## src/rtl/l1i_refill_pkg.sv

```systemverilog
// l1i_refill_pkg: shared types and helpers for the L1 instruction refill engine.
// Holds the FSM state type, beat width and the line-to-beat conversion.
package l1i_refill_pkg;

    localparam int BEAT_W = 64;

    typedef enum logic [2:0] {
        IDLE,
        REQ,
        COLLECT,
        STREAM,
        SETTLE
    } refill_state_t;

    function automatic int beats_per_line(input int b);
        return b / 8;
    endfunction

endpackage

```

## src/rtl/l1i_refill_ctrl_buffer.sv

```systemverilog
// refill_line_buffer: one full cache line of 64-bit beats.
// Single write port; registered read port that reads back zero when idle.
module refill_line_buffer
    import l1i_refill_pkg::*;
#(
    parameter int BEATS = 8
) (
    input  logic                       clk,
    input  logic                       reset,
    input  logic                       we,
    input  logic [$clog2(BEATS)-1:0]   widx,
    input  logic [BEAT_W-1:0]          wdata,
    input  logic                       re,
    input  logic [$clog2(BEATS)-1:0]   ridx,
    output logic [BEAT_W-1:0]          rdata
);

    logic [BEAT_W-1:0] mem [BEATS];

    // Line storage; contents are only meaningful once a full line is collected
    always_ff @(posedge clk) begin
        if (we) mem[widx] <= wdata;
    end

    // Registered read; drops to zero outside streaming so the beat bus is quiet
    always_ff @(posedge clk) begin
        if (reset)   rdata <= '0;
        else if (re) rdata <= mem[ridx];
        else         rdata <= '0;
    end

endmodule

```

## src/rtl/l1i_refill_ctrl.sv

```systemverilog
// l1i_refill_ctrl: fetches a missing I-line, buffers it, streams it gaplessly.
// Optional counters enabled by defining L1I_REFILL_PERF_EN.
module l1i_refill_ctrl
    import l1i_refill_pkg::*;
#(
    parameter int B = 64
) (
    input  logic        clk,
    input  logic        reset,
    input  logic        L1IMiss,
    input  logic [31:0] Address,
    output logic        RepReady,
    output logic [63:0] RepWord,
    output logic        MemReq,
    output logic [31:0] MemAddr,
    input  logic        MemAck,
    input  logic        MemRValid,
    input  logic [63:0] MemRData
`ifdef L1I_REFILL_PERF_EN
    ,
    output logic [31:0] RefillCount,
    output logic [31:0] StallCycles,
    output logic [31:0] DiscardCount
`endif
);

    localparam int BEATS = beats_per_line(B);
    localparam int OFF   = $clog2(B);
    localparam int IW    = $clog2(BEATS);
    localparam int CW    = IW + 1;

    localparam logic [2:0] StIdle    = IDLE;
    localparam logic [2:0] StReq     = REQ;
    localparam logic [2:0] StCollect = COLLECT;
    localparam logic [2:0] StStream  = STREAM;
    localparam logic [2:0] StSettle  = SETTLE;

    logic [2:0]    state;
    logic [CW-1:0] beatCnt;
    logic [CW-1:0] outCnt;
    logic          lastBeat;
    logic          sameBlock;
    logic          toStream;
    logic          toDiscard;
    logic          bufWe;
    logic          bufRe;
    logic [IW-1:0] bufRidx;
    logic          unusedAddrLow;

    assign unusedAddrLow = ^Address[OFF-1:0];

    assign lastBeat  = (state == StCollect) && MemRValid
                       && (beatCnt == CW'(BEATS - 1));
    assign sameBlock = Address[31:OFF] == MemAddr[31:OFF];
    assign toStream  = lastBeat && L1IMiss && sameBlock;
    assign toDiscard = lastBeat && !toStream;

    assign bufWe   = (state == StCollect) && MemRValid;
    assign bufRe   = toStream
                     || ((state == StStream) && (outCnt != CW'(BEATS)));
    assign bufRidx = toStream ? '0 : outCnt[IW-1:0];

    refill_line_buffer #(.BEATS(BEATS)) uBuf (
        .clk   (clk),
        .reset (reset),
        .we    (bufWe),
        .widx  (beatCnt[IW-1:0]),
        .wdata (MemRData),
        .re    (bufRe),
        .ridx  (bufRidx),
        .rdata (RepWord)
    );

    // Refill FSM: request, collect full line, stream it, settle one cycle
    always_ff @(posedge clk) begin
        if (reset) begin
            state    <= StIdle;
            MemReq   <= 1'b0;
            MemAddr  <= '0;
            beatCnt  <= '0;
            outCnt   <= '0;
            RepReady <= 1'b0;
        end else begin
            unique case (state)
                StIdle: begin
                    if (L1IMiss) begin
                        MemAddr <= {Address[31:OFF], {OFF{1'b0}}};
                        MemReq  <= 1'b1;
                        state   <= StReq;
                    end
                end
                StReq: begin
                    if (MemAck) begin
                        MemReq  <= 1'b0;
                        beatCnt <= '0;
                        state   <= StCollect;
                    end
                end
                StCollect: begin
                    if (MemRValid) begin
                        beatCnt <= beatCnt + CW'(1);
                        if (toStream) begin
                            outCnt   <= CW'(1);
                            RepReady <= 1'b1;
                            state    <= StStream;
                        end else if (toDiscard) begin
                            state <= StIdle;
                        end
                    end
                end
                StStream: begin
                    if (outCnt == CW'(BEATS)) begin
                        RepReady <= 1'b0;
                        state    <= StSettle;
                    end else begin
                        outCnt <= outCnt + CW'(1);
                    end
                end
                StSettle: state <= StIdle;
                default:  state <= StIdle;
            endcase
        end
    end

`ifdef L1I_REFILL_PERF_EN
    // Saturating event counters for refills, busy cycles and discarded lines
    always_ff @(posedge clk) begin
        if (reset) begin
            RefillCount  <= '0;
            StallCycles  <= '0;
            DiscardCount <= '0;
        end else begin
            if (toStream && (RefillCount != '1))
                RefillCount <= RefillCount + 32'd1;
            if ((state != StIdle) && (StallCycles != '1))
                StallCycles <= StallCycles + 32'd1;
            if (toDiscard && (DiscardCount != '1))
                DiscardCount <= DiscardCount + 32'd1;
        end
    end
`endif

endmodule

```

## config.mk

```make
export PLATFORM = sky130hd
export DESIGN_NAME = l1i_refill_ctrl
export DESIGN_NICKNAME = d
export VERILOG_FILES = /design/src/rtl/l1i_refill_pkg.sv /design/src/rtl/l1i_refill_ctrl_buffer.sv /design/src/rtl/l1i_refill_ctrl.sv
export SDC_FILE = /design/constraint.sdc
export NUM_CORES = 1
export LEC_CHECK = 0
export BUFFER_PORTS_ARGS = -buffer_cell sky130_fd_sc_hd__buf_4
export CAP_MARGIN = 40
export CORE_MARGIN = 3
export CORE_UTILIZATION = 58
export DETAILED_ROUTE_END_ITERATION = 6
export PLACE_DENSITY = 0.78
export REMOVE_ABC_BUFFERS = 1
export SYNTH_ARGS = -nofsm -noshare
export SYNTH_HDL_FRONTEND = slang
export SYNTH_HIERARCHICAL = 1
export SYNTH_SLANG_ARGS = --single-unit
```

## constraint.sdc

```tcl
create_clock -name clk -period 6.6 [get_ports clk]
set_input_delay 0.33 -clock clk [delete_from_list [all_inputs] [get_ports clk]]
set_output_delay 0.33 -clock clk [all_outputs]
set_load 0.01 [all_outputs]
```

* Word-level counts from Yosys, hierarchy flattened *
Memory sizes are Yosys's and may differ from the RTL's. A register that Yosys moved wholly into a read port is not among the register bits.
Cells that the tools add are included.

cells by class
  muxes and demuxes = 24
  reduce and logical (&&, ||, !) cells = 19
  add/subtract/negate cells = 2
  bitwise gates (word level) = 1
  eq/ne operators = 14

operators with widths
  kind                                                   count
  equality test 26 bit                                   1
  two-way mux 3 bit                                      7
  two-way mux 4 bit                                      5
  one-hot mux 4 bit (2 select lines)                     2
  one-hot mux 3 bit (4 select lines)                     1
  inequality test 2 bit, second input constant           5
  adder 4 x 1 -> 4 bit, second input constant            2
  AND reduction 4 bit                                    2
  two-way mux 1 bit                                      7
  equality test 3 x 2 -> 1 bit, second input constant    2
  logical AND 1 bit                                      6
  AND reduction 3 bit                                    2
  nonzero test 2 bit                                     3
  AND reduction 5 bit                                    1
  equality test 4 x 3 -> 1 bit, second input constant    1
  equality test 4 bit, second input constant             1
  inequality test 4 bit, second input constant           1
  one-hot mux 1 bit (2 select lines)                     2
  equality test 3 x 1 -> 1 bit, second input constant    1
  zero test 3 bit                                        1
  inequality test 3 bit, second input constant           1
  inequality test 2 x 1 -> 1 bit, second input constant  1
  AND reduction 2 bit                                    1
  OR reduction 2 bit                                     1
  3 further kinds                                        3

word-level totals
  memory bits (writable) = 512
  output and inout bits = 98
  memories = 1
  bits in registers = 39

memory list
  name      words  width  rd ports  clocked after memory_dff  write ports  RTL line                      RTL
  uBuf.mem  8      64     1         1                         1            l1i_refill_ctrl_buffer.sv:18  logic [BEAT_W-1:0] mem [BEATS];

* Depth between registers and ports, before layout *
  depth after elaboration = 11
  gate-level depth with buffers = 12

* Hierarchy *
The synthesis kept the hierarchy.

modules (own cells, without submodules)
  module              cells an instance  area an instance (um2)  sequential area each (um2)  instances
  refill_line_buffer  1098               20825.0                 16656.0                     1
  l1i_refill_ctrl     244                1943.1                  780.7                       1

* Least setup slack after synthesis *
OpenSTA, ideal clock, no wires.

  path kind = register to register
  from = reg state[0]
  to = mem uBuf.mem[0][0], enable pin
  arrival = 5.436 ns
  setup slack = 0.599 ns
  cell stages (with the launch flop) = 6
  path through = dfxtp_1 > clkbuf_1 > nor3b_1 > and2_1 > nand2b_1 > nor3_1

on the way
  longest elaborated chain between the ends = 4

ends and longest elaborated chain
  what                                     RTL line                      RTL
  start, declared                          l1i_refill_ctrl.sv:38         logic [2:0] state;
  start signal, assigned                   l1i_refill_ctrl.sv:77         state <= StIdle;
  start signal, assigned                   l1i_refill_ctrl.sv:89         state <= StReq;
  start signal, assigned                   l1i_refill_ctrl.sv:96         state <= StCollect;
  equality test 3 x 2 -> 1 bit             l1i_refill_ctrl.sv:58         assign bufWe = (state == StCollect) && MemRValid;
  logical AND 1 bit                        l1i_refill_ctrl.sv:58
  named net bufWe                          l1i_refill_ctrl.sv:45         logic bufWe;
  two-way mux 1 bit                        l1i_refill_ctrl_buffer.sv:22  if (we) mem[widx] <= wdata;
  two-way mux 1 bit (not written as such)  l1i_refill_ctrl_buffer.sv:22
  end, declared                            l1i_refill_ctrl_buffer.sv:18

The timed path passes the listed nets, and every way through them passes these cells.

* Final worst setup path *
  from = reg beatCnt[0]
  to = reg uBuf.rdata[25] (read register of uBuf.mem)

on the way
  elaborated cells between the ends (all ways) = 8

RTL lines
  what                             RTL line                      RTL
  start, declared                  l1i_refill_ctrl.sv:39         logic [CW-1:0] beatCnt;
  start signal, assigned           l1i_refill_ctrl.sv:101        beatCnt <= beatCnt + CW'(1);
  equality test 4 x 3 -> 1 bit     l1i_refill_ctrl.sv:53         && (beatCnt == CW'(BEATS - 1));
  logical AND 1 bit                l1i_refill_ctrl.sv:53
  logical AND 1 bit (2 in series)  l1i_refill_ctrl.sv:55         assign toStream = lastBeat && L1IMiss && sameBlock;
  two-way mux 3 bit                l1i_refill_ctrl.sv:61         assign bufRidx = toStream ? '0 : outCnt[IW-1:0];
  named net bufRidx[1]             l1i_refill_ctrl.sv:47         logic [IW-1:0] bufRidx;
  end, declared                    l1i_refill_ctrl_buffer.sv:15  output logic [BEAT_W-1:0] rdata

The timed path passes the listed nets, and every way through them passes these cells.
A chain may end at the register's enable or synchronous reset.

==> results.py <==
metrics = {
    "run_status": {
        "status": "finished, final reports clean",
    },
    "pwr": {
        "p_comb_share_pct": 3.4,
        "powerDensity_nw_per_um2": 278.8,
        "seqPwrFrac_pct": 55.3,
        "sw_frac_of_total_pct": 19.55,
        "p_sw_mw": 1.504,
        "ir_worst_vdd_uv": 217.9,
        "clkPwrFrac_pct": 41.3,
        "internal_power_mw": 6.189,
        "power_mw": 7.694,
        "leakagePower_nw": 9.243,
    },
    "sta": {
        "setup_tns_ns": 0,
        "skew_ns": 0.01220,
        "worst_hold_slack_ns": 0.07057,
        "final_max_slew_viol_count": 0,
        "fin_crit_sh_pct": 59.70,
        "worstMarginPinSlew_ns": 0.9823,
        "finalCriticalPeriod_ns": 3.940,
        "setup_viol_count_final": 0,
        "fmax_mhz": 253.8,
        "slew_headroom_pct": 34.51,
        "hold_viol": 0,
        "grt_setup_unrepaired": "false",
    },
    "layout": {
        "final_nets": 1739,
        "antennaDiodeCount": 0,
        "fin_cells": 2194,
        "finish.utilization_pct": 72.23,
        "drive_gt1_share_pct": 18.54,
        "syn_to_final_growth_pct": 21.18,
    },
    "detailed_routing": {
        "vias_per_cell": 5.681,
        "dr.pass1.iters": 4,
        "vias": 12460,
        "drtIter0Drc": 766,
        "ant_nets": 0,
        "route.detailed.drc": 0,
        "drt_wl_total_um": 46830,
        "drt-wirelength-per-cell_um": 21.35,
    },
    "clocking": {
        "cts_max_level": 2,
        "clk_path_buf_depth": 3,
        "clock_latency_ns": 0.59,
        "clockRootBuffer": "clkbuf_16",
        "clk_pin_slew_ns": 0.06,
        "cts_tree": "built",
        "numClockSinks": 615,
        "numCtsBuffers": 58,
    },
    "die": {
        "num_io_pins": 199,
        "start_util_pct": 59.60,
        "fp.dieH_um": 204.1,
        "die_w_um": 204.1,
        "fp.dieArea_sq_um": 41670,
        "row_count": 71,
        "coreArea_sq_um": 38200,
    },
    "synth": {
        "netlist_instances": 1342,
        "synth_edf_count": 512,
        "synthFlopType": "edfxtp_1",
        "syn_area_per_cell_sq_um": 16.97,
        "synth_cell_types": 38,
        "synthTopCellsByArea": "edfxtp_1, mux2i_1, dfxtp_1",
        "async_reset_ff_share_pct": 0,
        "synthSimpleGateAreaFrac_pct": 4.589,
        "synth_fa_ha_area_share_pct": 0.1649,
        "synthXorXnorAreaFrac_pct": 1.193,
        "ys_seq_area_share_pct": 76.58,
        "synth.top_cell.area_share_pct": 67.53,
        "synth_top_area_cell": "edfxtp_1",
        "ys_ff_latch": 615,
        "synthMuxAreaShare_pct": 11.30,
        "synth_top_family_by_area": "multiplexers",
        "syn_area_sq_um": 22770,
        "synth_commonest_cells": "edfxtp_1, mux2i_1, o22ai_1",
        "synth_compound_area_share_pct": 4.402,
        "yosysWarnings": 6,
        "yosysMostFrequentCell": "edfxtp_1",
    },
    "setup_path": {
        "r2r_cells": 12,
        "worstSetupEndpointType": "flop",
        "crit_path_max_fanout": 133,
        "crit_path_end": "uBuf/rdata[25]$_SDFF_PP0_",
        "r2r-end": "uBuf/rdata[25]$_SDFF_PP0_",
        "cp-startpoint": "beatCnt[0]$_SDFFE_PP0P_",
        "r2r_start": "beatCnt[0]$_SDFFE_PP0P_",
        "arrival_ns": 4.42,
        "startpoint_type": "flop",
        "required_ns": 7.08,
        "rrSetupSlack_ns": 2.66,
        "critical_path_class": "reg2reg",
    },
    "placed_design": {
        "dp.cells": 1996,
        "place.gp.congestion": 0.7465,
        "place_hpwl_um": 24570,
        "io_buffer_count": 186,
    },
    "global_route": {
        "track_usage_pct": 22.46,
        "grt_pass1_wl_um": 71780,
        "overflow": 0,
        "first_global_vias": 12820,
        "grt_max_degree": 134,
        "antenna_found_initial": 1,
    },
    "run": {
        "max_cap_viol_count": 0,
    },
    "worst_hold_path": {
        "hp-class": "in2reg",
    },
}
[cells by family (layout without fill, tap and decap cells)]
| kind of cell | after synthesis | in the layout |
|---|---|---|
| flip-flops | 615 | 615 |
| multiplexers | 257 | 257 |
| AND/OR/NAND/NOR | 193 | 193 |
| AO/OA/AOI/OAI | 166 | 166 |
| buffers and inverters | 76 | 412 |
| XOR/XNOR | 31 | 31 |
| adder cells (fa/ha/maj) | 3 | 3 |
| other | 1 | 6 |
[layer usage]
metal	GRT usage, %	vias to the layer above	share of wire [%]
met5	0	-	0.028
met4	6.267	2	2.1
met3	4.157	79	6.6
met2	37.97	394	49
met1	30.30	6238	42
li1	-	5751	-
[worst min path at each step]
stage | start | end | cells past startpoint
finish | MemAck | MemReq$_SDFFE_PP0P_ | 4
global route | MemAck | MemReq$_SDFFE_PP0P_ | 4
CTS | MemAck | MemReq$_SDFFE_PP0P_ | 4
detailed placement | MemAddr[31]$_SDFFE_PP0P_ | MemAddr[31]$_SDFFE_PP0P_ | 2
global placement | MemAddr[17]$_SDFFE_PP0P_ | MemAddr[17]$_SDFFE_PP0P_ | 2
floorplan | reset | MemAddr[10]$_SDFFE_PP0P_ | 1
[cells in the final DEF (no fill, tap or decap), types with 3 or more instances in the layout]
| master | instances |
|---|---|
| edfxtp_1 | 512 |
| mux2i_1 | 257 |
| buf_4 | 201 |
| o22ai_1 | 128 |
| dfxtp_1 | 103 |
| dlygate4sd3_1 | 90 |
| nand2_1 | 61 |
| or2_1 | 60 |
| clkbuf_16 | 59 |
| a21oi_1 | 34 |
| xor2_1 | 27 |
| clkbuf_1 | 22 |
| nor2_1 | 10 |
| nor4_1 | 10 |
| clkinv_2 | 9 |
| nor2_4 | 7 |
| buf_12 | 7 |
| nand3b_1 | 6 |
| nand2b_1 | 6 |
| conb_1 | 6 |
| clkbuf_8 | 6 |
| nand4_1 | 5 |
| nor3_1 | 5 |
| or2_2 | 5 |
| xnor2_1 | 4 |
| nand3_1 | 4 |
| clkinv_1 | 4 |
| inv_1 | 3 |
| ha_1 | 3 |
| bufinv_16 | 3 |
[per-stage QoR]
stage               area (sq um)  setup WS (ns)
global placement           24690          2.727
finish                     27590          2.660
CTS                        27590          2.771
global route               27590          2.466
detailed placement         24860          2.783
floorplan                  22400         -11.01
[critical path, cell delays in order, from the launching register on]
cell,delay (ns)
dfxtp_1,0.51
ha_1,0.24
nand4b_1,0.22
nor4_1,0.34
nand4_1,0.19
nor3_4,0.42
nor2_4,0.07
buf_12,0.31
buf_4,0.46
buf_12,0.26
mux2i_1,0.23
o22ai_1,0.11
or2_1,0.26
[sequential cells by signal (all words and copies together), names as in the netlist]
| signal | count |
|---|---|
| MemAddr | 26 |
| MemReq | 1 |
| RepReady | 1 |
| beatCnt | 4 |
| outCnt | 4 |
| state | 3 |
| uBuf/mem | 512 |
| uBuf/rdata | 64 |
[final cells by class]
class / instances / area (sq um)
Multi-Input combinational cell: 656 / 5050
Timing Repair Buffer: 301 / 2620
Inverter: 3 / 11.26
Sequential cell: 615 / 17440
Clock inverter: 21 / 192.7
Fill cell: 2335 / 10610
Tap cell: 511 / 639.4
Clock buffer: 87 / 1642
[what timing repair did]
item | CTS | global route
hold buffers | 90 | 0
setup buffers | 0 | 0
endpoints found under the hold margin | 538 | 0
resized for setup | 0 | 0
[power groups by stage]
stage	sequential (mW)	clock (mW)	combinational (mW)
2_1_floorplan	4.34	0	0.0751
3_3_place_gp	4.33	0	0.208
3_5_place_dp	4.33	0	0.217
4_1_cts	4.25	3.24	0.264
5_1_grt	4.25	3.39	0.290
6_report	4.25	3.18	0.265
Note: power is estimated with default switching activity, not from simulation.
